**src/rtl/hazard_control_unit.sv**
```systemverilog
// rtl/hazard_control_unit.sv - stall/flush/halt control for the 5-stage pipeline
//
// Purpose: covers the hazards forwarding cannot resolve (load-use, taken-branch
// squash, data-memory wait, HLT drain) and keeps a saturating stall-cycle counter.
//
// Ports:
//   clk, rst                     clock (rising edge), synchronous active-high reset
//   ID_EX_MemRead/RegisterRt     load currently in EX and its destination register
//   IF_ID_RegisterRs/Rt, UsesRs/Rt  source registers of the instruction in ID
//   Branch_Taken                 EX resolved a taken branch/jump this cycle
//   Mem_Busy                     data memory not ready, whole pipe freezes
//   MEM_WB_Halt                  HLT has reached WB
//   PC_Write, IF_ID_Write        front-end register write enables
//   ID_EX_Bubble                 zero control bits entering ID/EX
//   IF_ID_Flush, ID_EX_Flush     squash IF/ID, ID/EX to NOP
//   Pipe_Freeze                  hold EX/MEM and MEM/WB
//   Halted                       processor halted
//   Stall_Count                  saturating count of cycles with PC_Write=0

module hazard_control_unit #(
    parameter int FLUSH_CYCLES = 2,
    parameter int CNT_W        = 16
) (
    input  logic             clk,
    input  logic             rst,
    input  logic             ID_EX_MemRead,
    input  logic [3:0]       ID_EX_RegisterRt,
    input  logic [3:0]       IF_ID_RegisterRs,
    input  logic [3:0]       IF_ID_RegisterRt,
    input  logic             IF_ID_UsesRs,
    input  logic             IF_ID_UsesRt,
    input  logic             Branch_Taken,
    input  logic             Mem_Busy,
    input  logic             MEM_WB_Halt,
    output logic             PC_Write,
    output logic             IF_ID_Write,
    output logic             ID_EX_Bubble,
    output logic             IF_ID_Flush,
    output logic             ID_EX_Flush,
    output logic             Pipe_Freeze,
    output logic             Halted,
    output logic [CNT_W-1:0] Stall_Count
);

    typedef enum logic [1:0] {
        RUN    = 2'd0,
        FLUSH  = 2'd1,
        HALTED = 2'd2
    } state_t;

    // Flush cycles still owed after the branch cycle itself.
    localparam logic [1:0] RELOAD = 2'(FLUSH_CYCLES - 1);

    state_t     state, state_nxt;
    logic [1:0] fcnt, fcnt_nxt;
    logic       lu;

    // Register 0 is hard-wired, so a load targeting it never creates a hazard.
    assign lu = ID_EX_MemRead && (ID_EX_RegisterRt != 4'd0) &&
                ((IF_ID_UsesRs && (IF_ID_RegisterRs == ID_EX_RegisterRt)) ||
                 (IF_ID_UsesRt && (IF_ID_RegisterRt == ID_EX_RegisterRt)));

    always_ff @(posedge clk) begin
        if (rst) begin
            state <= RUN;
            fcnt  <= 2'd0;
        end else begin
            state <= state_nxt;
            fcnt  <= fcnt_nxt;
        end
    end

    always_comb begin
        state_nxt = state;
        fcnt_nxt  = fcnt;
        if (state == HALTED) begin
            state_nxt = HALTED;
        end else if (MEM_WB_Halt) begin
            state_nxt = HALTED;
            fcnt_nxt  = 2'd0;
        end else if (Mem_Busy) begin
            // Freeze: the branch (if any) stays in EX and is presented again later.
            state_nxt = state;
        end else if (Branch_Taken) begin
            if (FLUSH_CYCLES > 1) begin
                state_nxt = FLUSH;
                fcnt_nxt  = RELOAD;
            end else begin
                state_nxt = RUN;
                fcnt_nxt  = 2'd0;
            end
        end else if (state == FLUSH) begin
            if (fcnt <= 2'd1) begin
                state_nxt = RUN;
                fcnt_nxt  = 2'd0;
            end else begin
                fcnt_nxt  = fcnt - 2'd1;
            end
        end
    end

    always_comb begin
        PC_Write     = 1'b1;
        IF_ID_Write  = 1'b1;
        ID_EX_Bubble = 1'b0;
        IF_ID_Flush  = 1'b0;
        ID_EX_Flush  = 1'b0;
        Pipe_Freeze  = 1'b0;
        Halted       = 1'b0;
        if (state == HALTED) begin
            PC_Write    = 1'b0;
            IF_ID_Write = 1'b0;
            Halted      = 1'b1;
        end else if (Mem_Busy) begin
            PC_Write    = 1'b0;
            IF_ID_Write = 1'b0;
            Pipe_Freeze = 1'b1;
        end else if (Branch_Taken) begin
            IF_ID_Flush = 1'b1;
            ID_EX_Flush = 1'b1;
        end else if (state == FLUSH) begin
            // ID holds a wrong-path instruction, so a load-use match is irrelevant.
            IF_ID_Flush = 1'b1;
        end else if (lu) begin
            PC_Write     = 1'b0;
            IF_ID_Write  = 1'b0;
            ID_EX_Bubble = 1'b1;
        end
    end

    always_ff @(posedge clk) begin
        if (rst) begin
            Stall_Count <= '0;
        end else if (!PC_Write && (Stall_Count != {CNT_W{1'b1}})) begin
            Stall_Count <= Stall_Count + CNT_W'(1);
        end
    end

endmodule

```
**config.mk**
```make
export PLATFORM = sky130hd
export DESIGN_NAME = hazard_control_unit
export DESIGN_NICKNAME = d
export VERILOG_FILES = /design/src/rtl/hazard_control_unit.sv
export SDC_FILE = /design/constraint.sdc
export NUM_CORES = 1
export LEC_CHECK = 0
export ABC_AREA = 1
export BUFFER_PORTS_ARGS = -buffer_cell sky130_fd_sc_hd__buf_2
export CAP_MARGIN = 10
export CORE_ASPECT_RATIO = 0.9
export CORE_MARGIN = 8
export CORE_UTILIZATION = 51
export CTS_CLUSTER_DIAMETER = 40
export DETAILED_ROUTE_END_ITERATION = 6
export GPL_ROUTABILITY_DRIVEN = 0
export GPL_TIMING_DRIVEN = 0
export HOLD_SLACK_MARGIN = 0.03
export PLACE_DENSITY = 0.8
export SYNTH_ARGS = -nofsm -noshare
export SYNTH_HDL_FRONTEND = slang
export SYNTH_SLANG_ARGS = --single-unit
export TNS_END_PERCENT = 5
```
**constraint.sdc**
```tcl
create_clock -name clk -period 2.1 [get_ports clk]
set_clock_uncertainty 0.1 [all_clocks]
set_input_delay 0.21 -clock clk [delete_from_list [all_inputs] [get_ports clk]]
set_output_delay 0.21 -clock clk [all_outputs]
set_load 0.005 [all_outputs]
```
==> key figures <==
Run status
  • Run status: finished clean

STA
  • Actual slew at the worst max-slew pin: 0.4706 ns
  • Slew Viols, Final: 0
  • Hold Fails Final Rpt: 0
  • RSZ-0062 raised after global routing: yes
  • Rel. slew slack: 68.63%
  • # setup viols final: 0
  • Period utilization: 96.93%
  • PnR worst setup slack: 0.06445 ns
  • Fmax achieved: about 0.49 GHz
  • Final period demand of the worst path: 2.036 ns

Yosys
  • Top_reg_cell synth: dfxtp_1
  • Syn Area/Cell: 6.295 um^2
  • Netlist cell types: 25
  • Ys async rst share: 0%
  • Syn Nets: 245
  • Yosys warning count: 0
  • Sequential-to-total area share from yosys stat: 28.65%
  • Synth Cell Area: 1398 um^2
  • Top-area cell type share of the netlist area: 28.65%
  • Post-synth EDFFs: 0
  • Synth Instances: approximately 220
  • FF+latch count, synth: 20
  • Leading post-synthesis cells by cell area: dfxtp_1, nand2_1, nand3_1
  • Post-synth top area cell: dfxtp_1

Worst setup path
  • Worst Setup EP: PC_Write
  • Worst setup EP type: output pin
  • Worst EP required: around 1.8 ns
  • FF-to-FF path depth: 10
  • Reg2Reg Capture Point: Stall_Count[13]
  • CP max FO: 3
  • Launch point of the critical path: state[1]
  • Startpoint Class: register
  • R2R setup slack: 0.16 ns
  • Critical path class: register to output pin
  • Critical path arrival: 1.73 ns
  • FF-to-FF Start: Stall_Count[0]

Floorplan
  • Initial Utilization: 52.15%
  • Die footprint: 4674 um^2
  • DIE HEIGHT: around 66 um
  • Die width: 71.18 um
  • Core area: about 2700 um^2
  • Row count: 18
  • IO Pins: 43

Finish
  • Commonest non-fill, non-tap cell in the layout: nand2_1
  • Final-stage net count: 297
  • Area grow syn2layout: 25.07%
  • Register area: 404.1 um^2
  • Antenna Cells: 0
  • Multi-input logic area: around 890 um^2
  • Most frequent cells in the layout: nand2_1, buf_2, nor2_1
  • Share of layout cells above drive strength 1: 28.57%
  • Fill cell total of the finished layout: 249

Pwr
  • Overall power: 0.7871 mW
  • Switching pwr: 0.2184 mW
  • Clock Power Share: 28.3%
  • P_int: 0.5687 mW
  • Register share of total power: between 50 and 60%
  • Pleak: 0.8158 nW
  • Net Sw Frac: 27.74%
  • Pwr Density: 450.3 nW/um^2
  • Maximum vdd drop: approximately 360 uV
  • Logic pwr share: about a fifth

Clock network
  • Number of H-tree levels: 1
  • Hold buffer count at CTS: 0
  • Clock Sinks: 20
  • CTS clk-pin slew, worst paths: roughly 0.10 ns
  • Num CTS Buffers: 3
  • TritonCTS clock tree: built
  • Worst-Skew Late Latency: 0.30 ns
  • Longest Clk Path Bufs: 2
  • CTS Root Cell: clkbuf_4

Placement
  • DPL Wire Length: approximately 2800 um
  • Place WS: -0.03458 ns
  • Number of port buffers: 41

Drt
  • M1 wire length: 1585 um
  • Routed wl met3: 186 um
  • Initial drt markers: 85
  • Vias per cell: 5.122
  • Metal2 WL: 1831 um
  • Vias: 1552
  • Routed length per instance: 11.98 um
  • DRC: 0
  • Final wirelength: 3629 um
  • Pre-antenna DRT Iters: 4
  • Routed Antenna Nets: 0
  • Top layer in use: met4

Flow run
  • Max_cap viols: 0

Global routing
  • Initial antenna violation count: 0
  • Largest net degree at the start of global routing: 12
  • GRT Overall Usage: between 10% and 20%
  • Vias in the first global route: approximately 1400
  • First-pass GRT wire length: 6230 um
  • Global route overflow: 0

Worst hold path
  • HP Class: primary input to register
registers in the layout (all words and copies together) (netlist names):
name,count
Stall_Count,16
fcnt,2
state,2
critical path, stage by stage (launching register included):
cell and delay (ns):
dfxtp_2 0.36, inv_2 0.03, ha_2 0.15, or2_4 0.23, inv_2 0.07, nand2_2 0.05
nor2_2 0.11, nand2_2 0.08, nand2_4 0.08, inv_2 0.04, buf_4 0.11, buf_2 0.12
per-layer routing:
metal	track usage, %	vias up
li1	-	809
met1	18.10	707
met4	2.332	0
met3	4.559	4
met2	28.75	32
met5	0	-
logic make-up after synthesis:
family                   after synthesis  synth area share, %
AO/OA/AOI/OAI                         22                7.878
XOR/XNOR                              14                8.774
adder cells (fa/ha/maj)                3                2.686
buffers and inverters                 29                8.774
flip-flops                            20                28.65
AND/OR/NAND/NOR                      134                43.24
power by group through the flow:
stage | sequential, mW | clock [mW] | combinational [mW]
3_3_place_gp | 0.407 | 0 | 0.141
3_5_place_dp | 0.407 | 0 | 0.144
2_1_floorplan | 0.405 | 0 | 0.0893
5_1_grt | 0.402 | 0.246 | 0.184
6_report | 0.400 | 0.223 | 0.164
4_1_cts | 0.399 | 0.230 | 0.164
cell type report:
cell class	instances	share of cell area, %
Clock buffer	4	2.076
Inverter	23	4.939
Tap cell	30	2.147
Multi-Input combinational cell	173	51.18
Sequential cell	20	23.12
Buffer	5	1.790
Timing Repair Buffer	48	14.75
how the worst min path moves through the flow:
stage / start / depth (start not counted) / endpoint / slack [ns]
after CTS: MEM_WB_Halt / 3 / state[0] / 0.12
after floorplan: MEM_WB_Halt / 2 / state[0] / 0.29
after detailed placement: fcnt[0] / 2 / fcnt[0] / 0.37
after global routing: MEM_WB_Halt / 3 / state[0] / 0.12
final: MEM_WB_Halt / 3 / state[0] / 0.13
after global placement: fcnt[0] / 2 / fcnt[0] / 0.37
Yosys cell counts, types with 2 or more instances:
| library cell | n |
|---|---|
| a21oi_1 | 21 |
| nor3_1 | 5 |
| buf_2 | 2 |
| clkbuf_1 | 2 |
| xnor2_1 | 6 |
| dfxtp_1 | 20 |
| nand2_1 | 62 |
| inv_1 | 19 |
| inv_2 | 4 |
| nand2_2 | 3 |
| nor2_1 | 29 |
| ha_1 | 3 |
| nand3_1 | 25 |
| xor2_1 | 8 |
| nand4_1 | 3 |
metrics by stage:
step / utilization, % / TNS (ns) / hold WS [ns] / instance area (um^2) / instances
after floorplan: - / 0 / 0.2897 / 1398 / 222
after global placement: 61.20 / -0.01414 / 0.3654 / 1640 / 293
after detailed placement: 61.20 / -0.03458 / 0.3711 / 1640 / 293
after CTS: 65.08 / -0.01328 / 0.1155 / 1744 / 304
after global routing: 65.22 / -0.06478 / 0.1246 / 1748 / 303
final: 65.22 / 0 / 0.1272 / 1748 / 303
timing repair:
item                       4_1_cts  5_1_grt
gates cloned                     0        0
gates resized for setup          6        7
setup buffers                    8        0
pin swaps                        5        3
hold endpoints to repair         0        0
setup endpoints to repair        2       14
(Power assumes the default switching activity.)
